**src/rtl/dma_bus_fsm.sv**
```systemverilog
// dma_bus_fsm
// CPCI-side bus controller for the control-path DMA engine. Decodes host
// DMA requests (query / rx / tx), pushes host words into the transmit
// clock-crossing FIFO behind a request word, and streams packet words from
// the receive FIFO onto the CPCI data bus under host flow control.
//
// Ports:
//   cpci_clk, cpci_reset          clock, synchronous active-low reset
//   enable_dma                    gates leaving IDLE only
//   dma_op_code_req/_queue_id     host request and target queue
//   dma_op_code_ack               completion code (op code while in DONE)
//   dma_vld_c2n, dma_data_c2n     host -> NetFPGA data
//   dma_dest_q_nearly_full_n2c    back-pressure to host (tx only)
//   dma_vld_n2c, dma_data_n2c     NetFPGA -> host data / status
//   dma_dest_q_nearly_full_c2n    host back-pressure for rx stream
//   dma_data_tri_en               1 = NetFPGA drives the shared bus
//   cpu_q_dma_pkt_avail/_nearly_full  per-queue status
//   txfifo_*                      transmit FIFO write side
//   rxfifo_*                      receive FIFO read side (first-word-fall-through)
//
// state   | meaning
// IDLE    | waiting for an enabled request
// QUERY   | registering the queue status word
// TX_REQ  | writing the tx request word
// TX_LEN  | waiting for the host length word
// TX_DATA | forwarding host words until eop
// RX_REQ  | writing the rx request word
// RX_DATA | streaming rx FIFO words to the host until eop
// DONE    | acknowledging until the host drops the request
module dma_bus_fsm #(
  parameter int DMA_DATA_WIDTH    = 32,
  parameter int NUM_CPU_QUEUES    = 4,
  parameter int PKT_LEN_CNT_WIDTH = 11
) (
  input  logic                        cpci_clk,
  input  logic                        cpci_reset,
  input  logic                        enable_dma,
  input  logic [1:0]                  dma_op_code_req,
  input  logic [3:0]                  dma_op_queue_id,
  output logic [1:0]                  dma_op_code_ack,
  input  logic                        dma_vld_c2n,
  input  logic [DMA_DATA_WIDTH-1:0]   dma_data_c2n,
  output logic                        dma_dest_q_nearly_full_n2c,
  output logic                        dma_vld_n2c,
  output logic [DMA_DATA_WIDTH-1:0]   dma_data_n2c,
  input  logic                        dma_dest_q_nearly_full_c2n,
  output logic                        dma_data_tri_en,
  input  logic [NUM_CPU_QUEUES-1:0]   cpu_q_dma_pkt_avail,
  input  logic [NUM_CPU_QUEUES-1:0]   cpu_q_dma_nearly_full,
  input  logic                        txfifo_full,
  input  logic                        txfifo_nearly_full,
  output logic                        txfifo_wr,
  output logic [DMA_DATA_WIDTH+3:0]   txfifo_wr_data,
  input  logic                        rxfifo_empty,
  input  logic [DMA_DATA_WIDTH+2:0]   rxfifo_rd_data,
  output logic                        rxfifo_rd_inc
);

  localparam int QW = (NUM_CPU_QUEUES > 1) ? $clog2(NUM_CPU_QUEUES) : 1;
  localparam logic [4:0] NUM_Q = 5'(NUM_CPU_QUEUES);
  localparam logic [PKT_LEN_CNT_WIDTH-1:0] WORD_BYTES = PKT_LEN_CNT_WIDTH'(4);

  typedef enum logic [2:0] {
    IDLE, QUERY, TX_REQ, TX_LEN, TX_DATA, RX_REQ, RX_DATA, DONE
  } state_t;

  state_t                       state, state_nxt;
  logic [1:0]                   op, op_nxt;
  logic [3:0]                   q, q_nxt;
  logic [PKT_LEN_CNT_WIDTH-1:0] rem, rem_nxt;
  logic [DMA_DATA_WIDTH-1:0]    data_reg, data_reg_nxt;
  logic                         tri_hold, tri_hold_nxt;

  logic                         q_ok;
  logic                         tx_eop;
  logic [1:0]                   tx_bytecnt;
  logic [PKT_LEN_CNT_WIDTH-1:0] len_word;

  assign q_ok       = {1'b0, dma_op_queue_id} < NUM_Q;
  assign tx_eop     = rem <= WORD_BYTES;
  assign tx_bytecnt = (rem >= WORD_BYTES) ? 2'b00 : rem[1:0];
  assign len_word   = dma_data_c2n[PKT_LEN_CNT_WIDTH-1:0];

  always_ff @(posedge cpci_clk) begin
    if (!cpci_reset) begin
      state    <= IDLE;
      op       <= 2'b00;
      q        <= 4'd0;
      rem      <= '0;
      data_reg <= '0;
      tri_hold <= 1'b0;
    end else begin
      state    <= state_nxt;
      op       <= op_nxt;
      q        <= q_nxt;
      rem      <= rem_nxt;
      data_reg <= data_reg_nxt;
      tri_hold <= tri_hold_nxt;
    end
  end

  always_comb begin
    state_nxt    = state;
    op_nxt       = op;
    q_nxt        = q;
    rem_nxt      = rem;
    data_reg_nxt = data_reg;
    tri_hold_nxt = tri_hold;

    dma_op_code_ack            = 2'b00;
    dma_dest_q_nearly_full_n2c = 1'b0;
    dma_vld_n2c                = 1'b0;
    dma_data_n2c               = data_reg;
    dma_data_tri_en            = 1'b0;
    txfifo_wr                  = 1'b0;
    txfifo_wr_data             = '0;
    rxfifo_rd_inc              = 1'b0;

    case (state)
      IDLE: begin
        if (enable_dma && dma_op_code_req != 2'b00) begin
          op_nxt       = dma_op_code_req;
          q_nxt        = dma_op_queue_id;
          tri_hold_nxt = 1'b0;
          if (!q_ok)
            state_nxt = DONE;
          else if (dma_op_code_req == 2'b01)
            state_nxt = QUERY;
          else if (dma_op_code_req == 2'b10)
            state_nxt = RX_REQ;
          else
            state_nxt = TX_REQ;
        end
      end

      QUERY: begin
        dma_data_tri_en = 1'b1;
        data_reg_nxt    = {{(DMA_DATA_WIDTH-2*NUM_CPU_QUEUES){1'b0}},
                           cpu_q_dma_nearly_full, cpu_q_dma_pkt_avail};
        tri_hold_nxt    = 1'b1;
        state_nxt       = DONE;
      end

      TX_REQ: begin
        if (!txfifo_full) begin
          txfifo_wr      = 1'b1;
          txfifo_wr_data = {1'b1, 1'b0, 2'b00, {(DMA_DATA_WIDTH-4){1'b0}}, q};
          state_nxt      = TX_LEN;
        end
      end

      TX_LEN: begin
        dma_dest_q_nearly_full_n2c = txfifo_nearly_full | cpu_q_dma_nearly_full[q[QW-1:0]];
        if (dma_vld_c2n) begin
          rem_nxt   = len_word;
          state_nxt = (len_word == '0) ? DONE : TX_DATA;
        end
      end

      TX_DATA: begin
        dma_dest_q_nearly_full_n2c = txfifo_nearly_full | cpu_q_dma_nearly_full[q[QW-1:0]];
        // Words arriving while the FIFO is full are lost and do not count.
        if (dma_vld_c2n && !txfifo_full) begin
          txfifo_wr      = 1'b1;
          txfifo_wr_data = {1'b0, tx_eop, tx_bytecnt, dma_data_c2n};
          rem_nxt        = (rem > WORD_BYTES) ? rem - WORD_BYTES : '0;
          if (tx_eop)
            state_nxt = DONE;
        end
      end

      RX_REQ: begin
        if (!txfifo_full) begin
          txfifo_wr      = 1'b1;
          txfifo_wr_data = {1'b1, 1'b1, 2'b00, {(DMA_DATA_WIDTH-4){1'b0}}, q};
          state_nxt      = RX_DATA;
        end
      end

      RX_DATA: begin
        dma_data_tri_en = 1'b1;
        if (!rxfifo_empty && !dma_dest_q_nearly_full_c2n) begin
          dma_vld_n2c   = 1'b1;
          rxfifo_rd_inc = 1'b1;
          dma_data_n2c  = rxfifo_rd_data[DMA_DATA_WIDTH-1:0];
          data_reg_nxt  = rxfifo_rd_data[DMA_DATA_WIDTH-1:0];
          if (rxfifo_rd_data[DMA_DATA_WIDTH+2]) begin
            tri_hold_nxt = 1'b1;
            state_nxt    = DONE;
          end
        end
      end

      DONE: begin
        dma_op_code_ack = op;
        dma_data_tri_en = tri_hold;
        if (dma_op_code_req == 2'b00) begin
          tri_hold_nxt = 1'b0;
          state_nxt    = IDLE;
        end
      end

      default: state_nxt = IDLE;
    endcase

    // Hold every output quiet while reset is asserted so an interrupted
    // transfer cannot emit a final (eop) write on the reset edge.
    if (!cpci_reset) begin
      dma_op_code_ack            = 2'b00;
      dma_dest_q_nearly_full_n2c = 1'b0;
      dma_vld_n2c                = 1'b0;
      dma_data_n2c               = '0;
      dma_data_tri_en            = 1'b0;
      txfifo_wr                  = 1'b0;
      txfifo_wr_data             = '0;
      rxfifo_rd_inc              = 1'b0;
    end
  end

endmodule

```
**config.mk**
```make
export PLATFORM = sky130hd
export DESIGN_NAME = dma_bus_fsm
export DESIGN_NICKNAME = d
export VERILOG_FILES = /design/src/rtl/dma_bus_fsm.sv
export SDC_FILE = /design/constraint.sdc
export NUM_CORES = 1
export LEC_CHECK = 0
export BUFFER_PORTS_ARGS = -buffer_cell sky130_fd_sc_hd__buf_2
export CORE_MARGIN = 2
export CORE_UTILIZATION = 46
export DETAILED_ROUTE_END_ITERATION = 10
export PLACE_DENSITY = 0.78
export SYNTH_ARGS = -nofsm -noshare
export SYNTH_HDL_FRONTEND = slang
export SYNTH_SLANG_ARGS = --single-unit
```
**constraint.sdc**
```tcl
create_clock -name cpci_clk -period 1.8 [get_ports cpci_clk]
set_input_delay 0.18 -clock cpci_clk [delete_from_list [all_inputs] [get_ports cpci_clk]]
set_output_delay 0.18 -clock cpci_clk [all_outputs]
set_load 0.05 [all_outputs]
```
==> impl_results.md <==
- Status: complete, but fails checks
- Violations in the final reports: negative setup slack
- Fillers: 313
- Clock tree root driver cell: clkbuf_8
- Post-synth net total: 520
- Portion of synthesized cell area occupied by the leading cell type: between 30 and 40%
- Slowest cell delay on critical path: 400 ps
- Total of buffers placed on input and output ports: about 160
- Number of enable flip-flop cells after synthesis: 0
- Gr usage total: roughly a third
- Violation count after the first detailed-route iteration: between 400 and 500
- Die area: between 0.007 and 0.008 mm^2
- Min-Delay Path Depth: 3
- Pins Over Slew Limit: 0
- Floorplan Core Area: slightly below 0.007 mm^2
- Cell Rows: 30
- Initial core utilization: 47.73%
- Crit. path cell count: 6
- Measured slew at the worst slew-check pin: between 500 and 600 ps
- Final setup violation count: 80
- Final Hold Violating Endpoints: 0
- Vias in the first global route: around 4,100
- Data arrival time of the critical path: approximately 1900 ps
- Setup slack of the most critical reg-to-reg path: -180 ps
- Design area: a little over 0.006 mm^2
- Die X: about 88 um
- Total number of yosys warnings: 0
- Timing-limited maximum frequency: approximately 470 MHz
- Worst min-delay path class: input pin to flop
- Final clock period utilization by the worst path: 117.2%
- Final min period: between 2000 and 2500 ps
- Critical register-to-register path startpoint: state[0]$_SDFFE_PN0P_
- Vertical die dimension: just under 90 um
- Weighted congestion reported at the end of routability-driven placement: 1.029
- Max clock buf depth: 2
- Clock slew at the register clock pins of the worst setup and hold paths: 110 ps
- Number of flip-flops and latches in the synthesized netlist: 53
- PwrDens: about 900 mW/mm^2
- Global-route wire length before repair: 20,280 um
- Util after Layout: 89.13%
- Share of layout cells above drive strength 1: 56.67%
- Placed instance count: 700
- Share of synthesized area occupied by flip-flops and latches: between 30% and 40%
- Number of instances in the synthesized netlist: about 430
- Primary FF master, synth: dfxtp_1
- Post-DP HPWL: roughly 8300 um
- Element type at the critical path start: flop
- Deepest level of the CTS H-tree: 2
- Post-placement worst setup slack: -56.53 ps
- FF/Latch Area: around 0.0011 mm^2
- Summed negative setup slack over all endpoints: -16,730 ps
- MaxCap Viol Count: 0
- Routed wire length per instance: between 20 and 25 um
- Area of combinational cells with multiple inputs: around 0.0027 mm^2
- Maximum fanout along the worst path: 6
- Antenna violations before repair: 0
- Worst-case vdd ir drop: 0.6951 mV
- Number of buffers created by CTS: 5
- Fraction of registers with async set/reset: 0%
- Class of the most critical setup path: flop to output pin
- Synthesized area divided by synthesized cell count: 7.595 um^2
- Sequence of cells on the critical path: buf_4 -> and3b_1 -> o21ba_4 -> and2_2 -> or2_4 -> buf_6
- Antenna-violating nets left: 0
- Number of clock sinks: 53
- I/O Pins: around 160
- Worst Slack Setup Final: -310.0 ps
- Critical hold path startpoint: dma_op_queue_id[0]
- Unrepaired setup endpoints after global routing: true
- Count of hold-fix buffers inserted at cts: 0
- Non-filler cells in the finished layout: roughly 730
- Number of remaining DRC errors: 0
- Routed wire length: roughly 16,000 um
- Net count, final: approximately 720
- Top cells by area, synth: dfxtp_1 33%, nand2_1 8.6%, mux2i_1 7.4%
- Total congestion overflow after global routing: 0
- Placed Area: around 0.0048 mm^2
- Post-synth design cell area: about 0.0032 mm^2
- Count of cells along the worst register-to-register path: 6
- Endpoint kind of the worst setup timing path: output pin
- Pleak: ~2.4 nW
- Max reg flops: 32
- Leading area contributor after synthesis: dfxtp_1
- Crit path required time: 1620 ps
- Vias after detailed routing: about 4,400
- Number of diodes: 0
- Clock tree from TritonCTS: done
- Largest clock skew in the final design: 11.39 ps
- Cell with the largest stage delay on the worst path: dfxtp_2
- Cell type group with the largest total delay on the critical path: simple AND/OR/NAND/NOR gates
- Count of TritonRoute iterations in the first routing pass: 5
- Worst reg2reg path endpoint: state[0]$_SDFFE_PN0P_
- Clock latency reported for the late side of the worst-skew pair: between 300 and 400 ps
- Number of distinct library cell variants in the gate-level netlist after synthesis: 61
- Average vias per placed instance: 6.098
- Growth of design area from synthesis to finish: 86.73%
- Slew headroom: 66.21%
- Number of buffer and inverter stages on the critical path: 2
- Pin count of the biggest net entering global routing: 30
- Worst-case hold path end point: q[0]$_SDFFE_PN0P_
routing by layer:
metal | GRT usage (%) | vias to the layer above | share of wire (%)
li1 | - | 1906 | -
met2 | 61.36 | 347 | 49
met4 | 13.01 | 0 | 8.0
met5 | 0 | - | 0
met1 | 39.33 | 2060 | 34
met3 | 6.503 | 114 | 8.6
cell usage in the layout (no fill, tap or decap), types with 5 or more instances in the layout:
cell type   n
inv_1       8
buf_8      30
mux2i_4    14
buf_12      8
clkbuf_8    5
nor2_2      8
nand2_1    72
buf_6      33
a21oi_1    20
and2_4     28
nand3_1     5
nor2_4     13
a22oi_1     5
nor2_1     30
o211ai_1    5
a21oi_4    18
buf_4      61
a31oi_1    13
dfxtp_1    48
buf_2      87
mux2i_1     9
power breakdown:
group / internal, W / switching (W) / leakage (nW)
combinational: 0.00141 / 0.00183 / 1.96
sequential: 0.00134 / 0.000156 / 0.432
clock: 0.000279 / 0.000437 / 0.0456
total: 0.00303 / 0.00243 / 2.44
cells in the mapped netlist (4+ instances only):
cell,count
nand2_1,74
and3_1,5
mux2i_1,24
nor3_1,7
clkbuf_1,13
a31oi_1,15
nand2b_1,4
a22oi_1,5
inv_1,9
o211ai_1,5
nand3_1,5
a21oi_1,38
dfxtp_1,53
buf_2,10
a211oi_1,4
o21ai_0,4
and2_1,33
nor2_1,51
ha_1,4
logic make-up (layout without fill, tap and decap cells):
kind of cell / count (synthesis) / count (layout) / share of synthesized area, %
simple gates: 210 / 210 / 32.52
compound gates: 97 / 97 / 19.52
flops: 53 / 53 / 32.72
buf+inv: 38 / 241 / 5.594
mux: 25 / 25 / 8.102
fa+ha+maj: 4 / 4 / 1.543
worst reg2reg max path, cell delays in order, from the launching register on:
cell      delay [ps]
dfxtp_4          400
buf_6            130
buf_6            120
or4b_4           500
a32oi_4          330
o211ai_1         210
mux2i_1          220
how the worst max path moves through the flow:
stage / startpoint / to
after floorplan: state[1]$_SDFFE_PN0P_ / dma_op_code_ack[0]
after global placement: state[2]$_SDFFE_PN0P_ / txfifo_wr_data[33]
after detailed placement: state[0]$_SDFFE_PN0P_ / dma_data_n2c[22]
after CTS: state[1]$_SDFFE_PN0P_ / txfifo_wr
after global routing: state[1]$_SDFFE_PN0P_ / txfifo_wr
final: state[1]$_SDFFE_PN0P_ / txfifo_wr
area by class of cell:
cell class / count / share of cell area [%]
Timing Repair Buffer: 224 / 33.12
Tap cell: 96 / 1.983
Clock inverter: 2 / 0.2273
Inverter: 9 / 0.5992
Clock buffer: 6 / 1.198
Sequential cell: 53 / 17.75
Multi-Input combinational cell: 336 / 45.12
stage by stage:
| step | total power [W] | hold slack (ps) |
|---|---|---|
| 2_1_floorplan | 0.003058 | 323.9 |
| 3_3_place_gp | 0.003821 | 417.3 |
| 3_5_place_dp | 0.003849 | 446.9 |
| 4_1_cts | 0.004797 | 123.8 |
| 5_1_grt | 0.005652 | 115.9 |
| 6_report | 0.005457 | 115.4 |
repair_timing:
action | CTS | global route
pin swaps | 6 | 22
setup buffers | 4 | 8
gates resized for setup | 175 | 91
hold endpoints to repair | 0 | 0
setup endpoints to repair | 73 | 89
gates cloned | 2 | 4
Note: power is estimated with default switching activity, not from simulation.
